==> src/rtl/led_pkg.sv <==
// Shared definitions for the WS2812 frame scheduler: FSM state encoding,
// pixel width, default chain geometry/timing, and the channel dimming helper.
package led_pkg;

    typedef enum logic [1:0] {
        ST_IDLE  = 2'd0,
        ST_SEND  = 2'd1,
        ST_WAIT  = 2'd2,
        ST_LATCH = 2'd3
    } led_sched_state_t;

    localparam int BITS_PER_LED       = 24;
    localparam int DEF_N_LED          = 60;
    localparam int DEF_RESET_CYCLES   = 15000;  // 300 us at 50 MHz
    localparam int DEF_TIMEOUT_CYCLES = 4096;

    // Dim one 8-bit colour channel: full scale at light=3, halving per step down.
    function automatic logic [7:0] scale_chan(input logic [7:0] chan, input logic [1:0] light);
        logic [1:0] shamt;
        shamt = 2'd3 - light;
        return chan >> shamt;
    endfunction

endpackage

==> src/rtl/led_bright_scale.sv <==
// Per-channel brightness scaler for one 24-bit pixel. Only built and used when
// LED_BRIGHT_EN is defined; the default build streams raw pixels.
`ifdef LED_BRIGHT_EN
module led_bright_scale
    import led_pkg::*;
(
    input  logic [BITS_PER_LED-1:0] pix_i,
    input  logic [1:0]              light_i,
    output logic [BITS_PER_LED-1:0] pix_o
);

    // Shift each byte on its own so bits never bleed between colour channels.
    always_comb begin
        pix_o = '0;
        for (int c = 0; c < 3; c++) begin
            pix_o[8*c +: 8] = scale_chan(pix_i[8*c +: 8], light_i);
        end
    end

endmodule
`endif

==> src/rtl/led_frame_sched.sv <==
// WS2812 frame scheduler: snapshots a frame on request, streams it pixel by
// pixel to the RZ encoder over tx_en/tx_done, holds the latch gap, then
// reports frame_done. Optional brightness scaling under macro LED_BRIGHT_EN.
module led_frame_sched
    import led_pkg::*;
#(
    parameter int N_LED          = DEF_N_LED,
    parameter int RESET_CYCLES   = DEF_RESET_CYCLES,
    parameter int TIMEOUT_CYCLES = DEF_TIMEOUT_CYCLES
) (
    input  logic                          clk,
    input  logic                          rst_n,
    input  logic                          frame_req,
    input  logic [N_LED*BITS_PER_LED-1:0] rgb_reg,
    input  logic [1:0]                    light,
    input  logic                          tx_done,
    output logic                          frame_ack,
    output logic                          tx_en,
    output logic [BITS_PER_LED-1:0]       RGB,
    output logic                          busy,
    output logic                          frame_done,
    output logic                          err_timeout
);

    localparam int IDX_W  = (N_LED > 1) ? $clog2(N_LED) : 1;
    localparam int TCNT_W = (TIMEOUT_CYCLES > 1) ? $clog2(TIMEOUT_CYCLES) : 1;
    localparam int LCNT_W = (RESET_CYCLES > 1) ? $clog2(RESET_CYCLES) : 1;

    localparam logic [IDX_W-1:0]  IDX_LAST  = IDX_W'(N_LED - 1);
    localparam logic [TCNT_W-1:0] TCNT_LAST = TCNT_W'(TIMEOUT_CYCLES - 1);
    localparam logic [LCNT_W-1:0] LCNT_LAST = LCNT_W'(RESET_CYCLES - 1);

    led_sched_state_t                       state_q, state_d;
    logic [IDX_W-1:0]                       idx_q, idx_d;
    logic [N_LED-1:0][BITS_PER_LED-1:0]     shadow_q, shadow_d;
    logic [BITS_PER_LED-1:0]                rgb_q, rgb_d;
    logic                                   tx_en_q, tx_en_d;
    logic                                   frame_ack_q, frame_ack_d;
    logic                                   busy_q, busy_d;
    logic                                   frame_done_q, frame_done_d;
    logic                                   err_q, err_d;
    logic [TCNT_W-1:0]                      tcnt_q, tcnt_d;
    logic [LCNT_W-1:0]                      lcnt_q, lcnt_d;

    logic [BITS_PER_LED-1:0]                pix_raw_s;
    logic [BITS_PER_LED-1:0]                pix_s;

    assign pix_raw_s = shadow_q[idx_q];

`ifdef LED_BRIGHT_EN
    led_bright_scale u_bright_scale (
        .pix_i   (pix_raw_s),
        .light_i (light),
        .pix_o   (pix_s)
    );
`else
    logic light_unused_s;
    assign light_unused_s = ^light;
    assign pix_s          = pix_raw_s;
`endif

    // State and output registers; reset mid-frame drops everything at once.
    always_ff @(posedge clk or negedge rst_n) begin
        if (!rst_n) begin
            state_q      <= ST_IDLE;
            idx_q        <= '0;
            shadow_q     <= '0;
            rgb_q        <= '0;
            tx_en_q      <= 1'b0;
            frame_ack_q  <= 1'b0;
            busy_q       <= 1'b0;
            frame_done_q <= 1'b0;
            err_q        <= 1'b0;
            tcnt_q       <= '0;
            lcnt_q       <= '0;
        end else begin
            state_q      <= state_d;
            idx_q        <= idx_d;
            shadow_q     <= shadow_d;
            rgb_q        <= rgb_d;
            tx_en_q      <= tx_en_d;
            frame_ack_q  <= frame_ack_d;
            busy_q       <= busy_d;
            frame_done_q <= frame_done_d;
            err_q        <= err_d;
            tcnt_q       <= tcnt_d;
            lcnt_q       <= lcnt_d;
        end
    end

    // Next-state logic: pulses default low, everything else holds.
    always_comb begin
        state_d      = state_q;
        idx_d        = idx_q;
        shadow_d     = shadow_q;
        rgb_d        = rgb_q;
        tx_en_d      = 1'b0;
        frame_ack_d  = 1'b0;
        frame_done_d = 1'b0;
        busy_d       = busy_q;
        err_d        = err_q;
        tcnt_d       = tcnt_q;
        lcnt_d       = lcnt_q;
        case (state_q)
            ST_IDLE: begin
                if (frame_req) begin
                    shadow_d    = rgb_reg;
                    idx_d       = '0;
                    frame_ack_d = 1'b1;
                    busy_d      = 1'b1;
                    err_d       = 1'b0;
                    state_d     = ST_SEND;
                end else begin
                    busy_d      = 1'b0;
                end
            end
            ST_SEND: begin
                // RGB only changes here, so it is stable while the encoder runs.
                rgb_d   = pix_s;
                tx_en_d = 1'b1;
                tcnt_d  = '0;
                state_d = ST_WAIT;
            end
            ST_WAIT: begin
                if (tx_done) begin
                    if (idx_q == IDX_LAST) begin
                        lcnt_d  = '0;
                        state_d = ST_LATCH;
                    end else begin
                        idx_d   = idx_q + IDX_W'(1);
                        state_d = ST_SEND;
                    end
                end else if (tcnt_q == TCNT_LAST) begin
                    err_d   = 1'b1;
                    lcnt_d  = '0;
                    state_d = ST_LATCH;
                end else begin
                    tcnt_d  = tcnt_q + TCNT_W'(1);
                end
            end
            ST_LATCH: begin
                // frame_done is raised in the final LATCH cycle, so a held request
                // sees exactly one IDLE cycle before it is accepted.
                if (frame_done_q) begin
                    state_d = ST_IDLE;
                end else if (lcnt_q == LCNT_LAST) begin
                    frame_done_d = 1'b1;
                    busy_d       = 1'b0;
                end else begin
                    lcnt_d = lcnt_q + LCNT_W'(1);
                end
            end
            default: begin
                state_d = ST_IDLE;
            end
        endcase
    end

    assign frame_ack   = frame_ack_q;
    assign tx_en       = tx_en_q;
    assign RGB         = rgb_q;
    assign busy        = busy_q;
    assign frame_done  = frame_done_q;
    assign err_timeout = err_q;

endmodule

==> config.mk <==
export PLATFORM = sky130hd
export DESIGN_NAME = led_frame_sched
export DESIGN_NICKNAME = d
export VERILOG_FILES = /design/src/rtl/led_pkg.sv /design/src/rtl/led_bright_scale.sv /design/src/rtl/led_frame_sched.sv
export SDC_FILE = /design/constraint.sdc
export NUM_CORES = 2
export LEC_CHECK = 0
export CORE_AREA = 2 2 569 571
export CTS_CLUSTER_SIZE = 25
export DETAILED_ROUTE_END_ITERATION = 8
export DIE_AREA = 0 0 571 573
export HOLD_SLACK_MARGIN = 0.08
export SLEW_MARGIN = 20
export SYNTH_ARGS = -nofsm -noshare
export SYNTH_HDL_FRONTEND = slang
export SYNTH_HIERARCHICAL = 1
export SYNTH_SLANG_ARGS = --single-unit
==> constraint.sdc <==
create_clock -name clk -period 3.9 [get_ports clk]
set_clock_uncertainty 0.15 [all_clocks]
set_input_delay 0.78 -clock clk [delete_from_list [all_inputs] [get_ports clk]]
set_output_delay 0.78 -clock clk [all_outputs]
set_load 0.01 [all_outputs]
==> impl_metrics.ini <==
[cts]
htree_levels = 4
cts.clk_slew.worst_paths_ps = 60
clkSinkCount = 1503
cts_tree = done
clock_latency_ps = 850
cts_max_path_buffers = 4
numCtsBuffers = 179
cts_resized = 0
root_buffer = clkbuf_16

[worst_setup_path]
r2r-start = idx_q[0]
cp-start-kind = register
cp_data_arrival_time_ps = 4270
end_kind = register
critPathMaxFanout = 14
r2r_end = RGB[21]
critPathKind = reg -> reg
ff2ff_path_depth = 6
required_ps = 4470
r2r_slack_ps = 200

[route]
ant_nets = 0
vias_per_cell = 4.42
route.vias.total = 58970
drt_iter0_drc = 5158
drc_errors = 0
first_pass_iters = 5
wl_per_cell_um = 26.7
routed_wl_um = 356000

[floorplan]
die_area_um2 = 327000
die_w_um = 571
coreArea_um2 = 320000
start_util = 0.213
io_pins = 1475
num_rows = 208
die_h_um = 573

[logic_synthesis]
synth_common_cells = 4397 x nand2_1, 1503 x dfrtp_1, 385 x clkbuf_1
synth_nets = 8763
ys_ff_latch = 1503
synth_edf_count = 0
syn-cell-area_um2 = 68300
syn_area_per_cell_um2 = 9.34
synthArstFlopShare = 1.00
synth_most_common_cell = nand2_1
yosys_most_used_dff = dfrtp_1
synth.top_cells.by_area = dfrtp_1 55%, nand2_1 24%, mux4_2 9.4%, mux2i_1 2.3%, clkbuf_1 2.1%
ys_seq_area_frac = 0.550
synth_area_leader_cell = dfrtp_1
yosysWarnings = 6
ys_types = 66
synth.top_cell.area_share = 0.550
syn-instance-count = 7314

[final_layout]
stdcell_count = 13335
synthToLayoutAreaGrowth_pct = 40.3
drive_gt1_frac = 0.104
nNetsFinal = 10230

[pwr]
power.internal_w = 0.0272
p_sw_w = 0.00811
vdd_drop_max_mv = 0.307
combPwrFrac = 0.063
pwr-share-clk = 0.494
p_sw_frac = 0.230
p_leak_nw = 46.6
p_per_area_nw_per_um2 = 368
power_frac_seq = 0.443

[timing]
fin_tns_setup_ps = 0
fin_ws_ps = 202
rsz0062_at_grt = false
fmax_mhz = 270
hold_viol = 0
tightest_slew_ps = 1140
maxSlewHeadroom = 0.230
period_share = 0.948
setup_viol = 0
whs_ps = 291
slew_violations = 0
period_minus_slack_ps = 3700

[global_routing]
grt_max_degree = 144
grt_pass1_wl_um = 480000
grt_busiest_layer = met2
grt_use_met2 = 0.344
grt_pass1_vias = 59245
antenna_found_initial = 214
track_usage = 0.212
global_route.usage.met1 = 0.256
overflow = 0
gr-usage-met3 = 0.0676

[placed_design]
dpl.hpwl_um = 285000
pre_cts_slack_ps = 111
routabilityCongestion = 0.901
placedCellCount = 12904
numPortBuffers = 1472

[status]
status = completed

[run]
cap_violations = 0

[worst_hold_path]
hold_path_end = shadow_q[911]
hp-start = rgb_reg[911]
hold_class = in -> reg
min_path_cells = 3
## worst max path at each step
stage | start | end | depth (start not counted)
after floorplan | tx_done | lcnt_q[7] | 6
after global placement | idx_q[0] | RGB[20] | 9
after detailed placement | idx_q[0] | RGB[6] | 7
after CTS | idx_q[0] | RGB[6] | 7
after global routing | idx_q[0] | RGB[17] | 7
final | idx_q[0] | RGB[21] | 6
## kinds of logic after synthesis
family	share of synthesized area
DFF	0.550
adders and majority gates	0.000549
xor gates and xnor gates	0.00167
AOI/OAI and AO/OA	0.0322
muxes	0.132
buffers and inverters	0.0315
and+or+nand+nor	0.252
## per-layer routing
metal,vias up,part of all wire
met1,29094,0.39
met3,575,0.092
li1,26705,-
met4,104,0.040
met5,-,0.0019
met2,2492,0.47
## what timing repair did
action | CTS | global route
setup buffers | 0 | 0
hold endpoints to repair | 57 | 0
hold buffers | 1 | 0
## power by group through the flow
stage	sequential, W	clock, W	combinational [W]
2_1_floorplan	0.0159	0	0.000111
3_3_place_gp	0.0159	0	0.00227
3_5_place_dp	0.0159	0	0.00226
4_1_cts	0.0156	0.0178	0.00228
5_1_grt	0.0156	0.0184	0.00238
6_report	0.0156	0.0174	0.00224
## registers in the layout, summed over array words and instances, names as in the netlist
| name | cells |
|---|---|
| frame_ack | 1 |
| tcnt_q | 12 |
| shadow_q | 1440 |
| err_timeout | 1 |
| lcnt_q | 14 |
| frame_done | 1 |
| state_q | 2 |
| idx_q | 6 |
| RGB | 24 |
| busy | 1 |
| tx_en | 1 |
## cell type report
type,count,area (µm²)
clock buffer,257,5120
clock inverter,58,856
fill,33532,224000
tap,4305,5390
sequential,1503,37600
inverter,7,36.3
multi-input combinational,5330,28700
antenna,115,288
timing repair buffer,1760,17800
## worst max-delay path, cell delays in order, from the launching register on
cell and delay [ps]:
dfrtp_4 550, buf_12 230, buf_12 220, mux4_2 500
a22oi_1 890, a211oi_2 450, a311o_1 430
## metrics by stage
step                instance area (µm²)  power, W   util
floorplan                         68300    0.0160      -
global placement                  89600    0.0182  0.280
detailed placement                89600    0.0181  0.280
CTS                               95600    0.0357  0.298
global route                      95800    0.0364  0.299
finish                            95900    0.0353  0.299
## cell usage in the layout (no fill, tap or decap), types with 14 or more instances in the layout
master and count:
mux4_1 21, diode_2 115, o22ai_1 35, clkbuf_1 44, clkbuf_16 180, nor2_1 17
buf_4 213, mux4_2 286, a211oi_1 24, clkdlybuf4s50_1 1471, dfrtp_1 1498, nand2_1 4397
o221ai_1 21, a22oi_1 21, bufinv_16 15, buf_12 74, mux2i_1 157, clkinv_2 23
o211ai_1 25, o21ai_0 29, a21oi_1 34, mux2_2 39, and2_1 28, clkbuf_8 33
a311o_1 14
(Power assumes the default switching activity.)
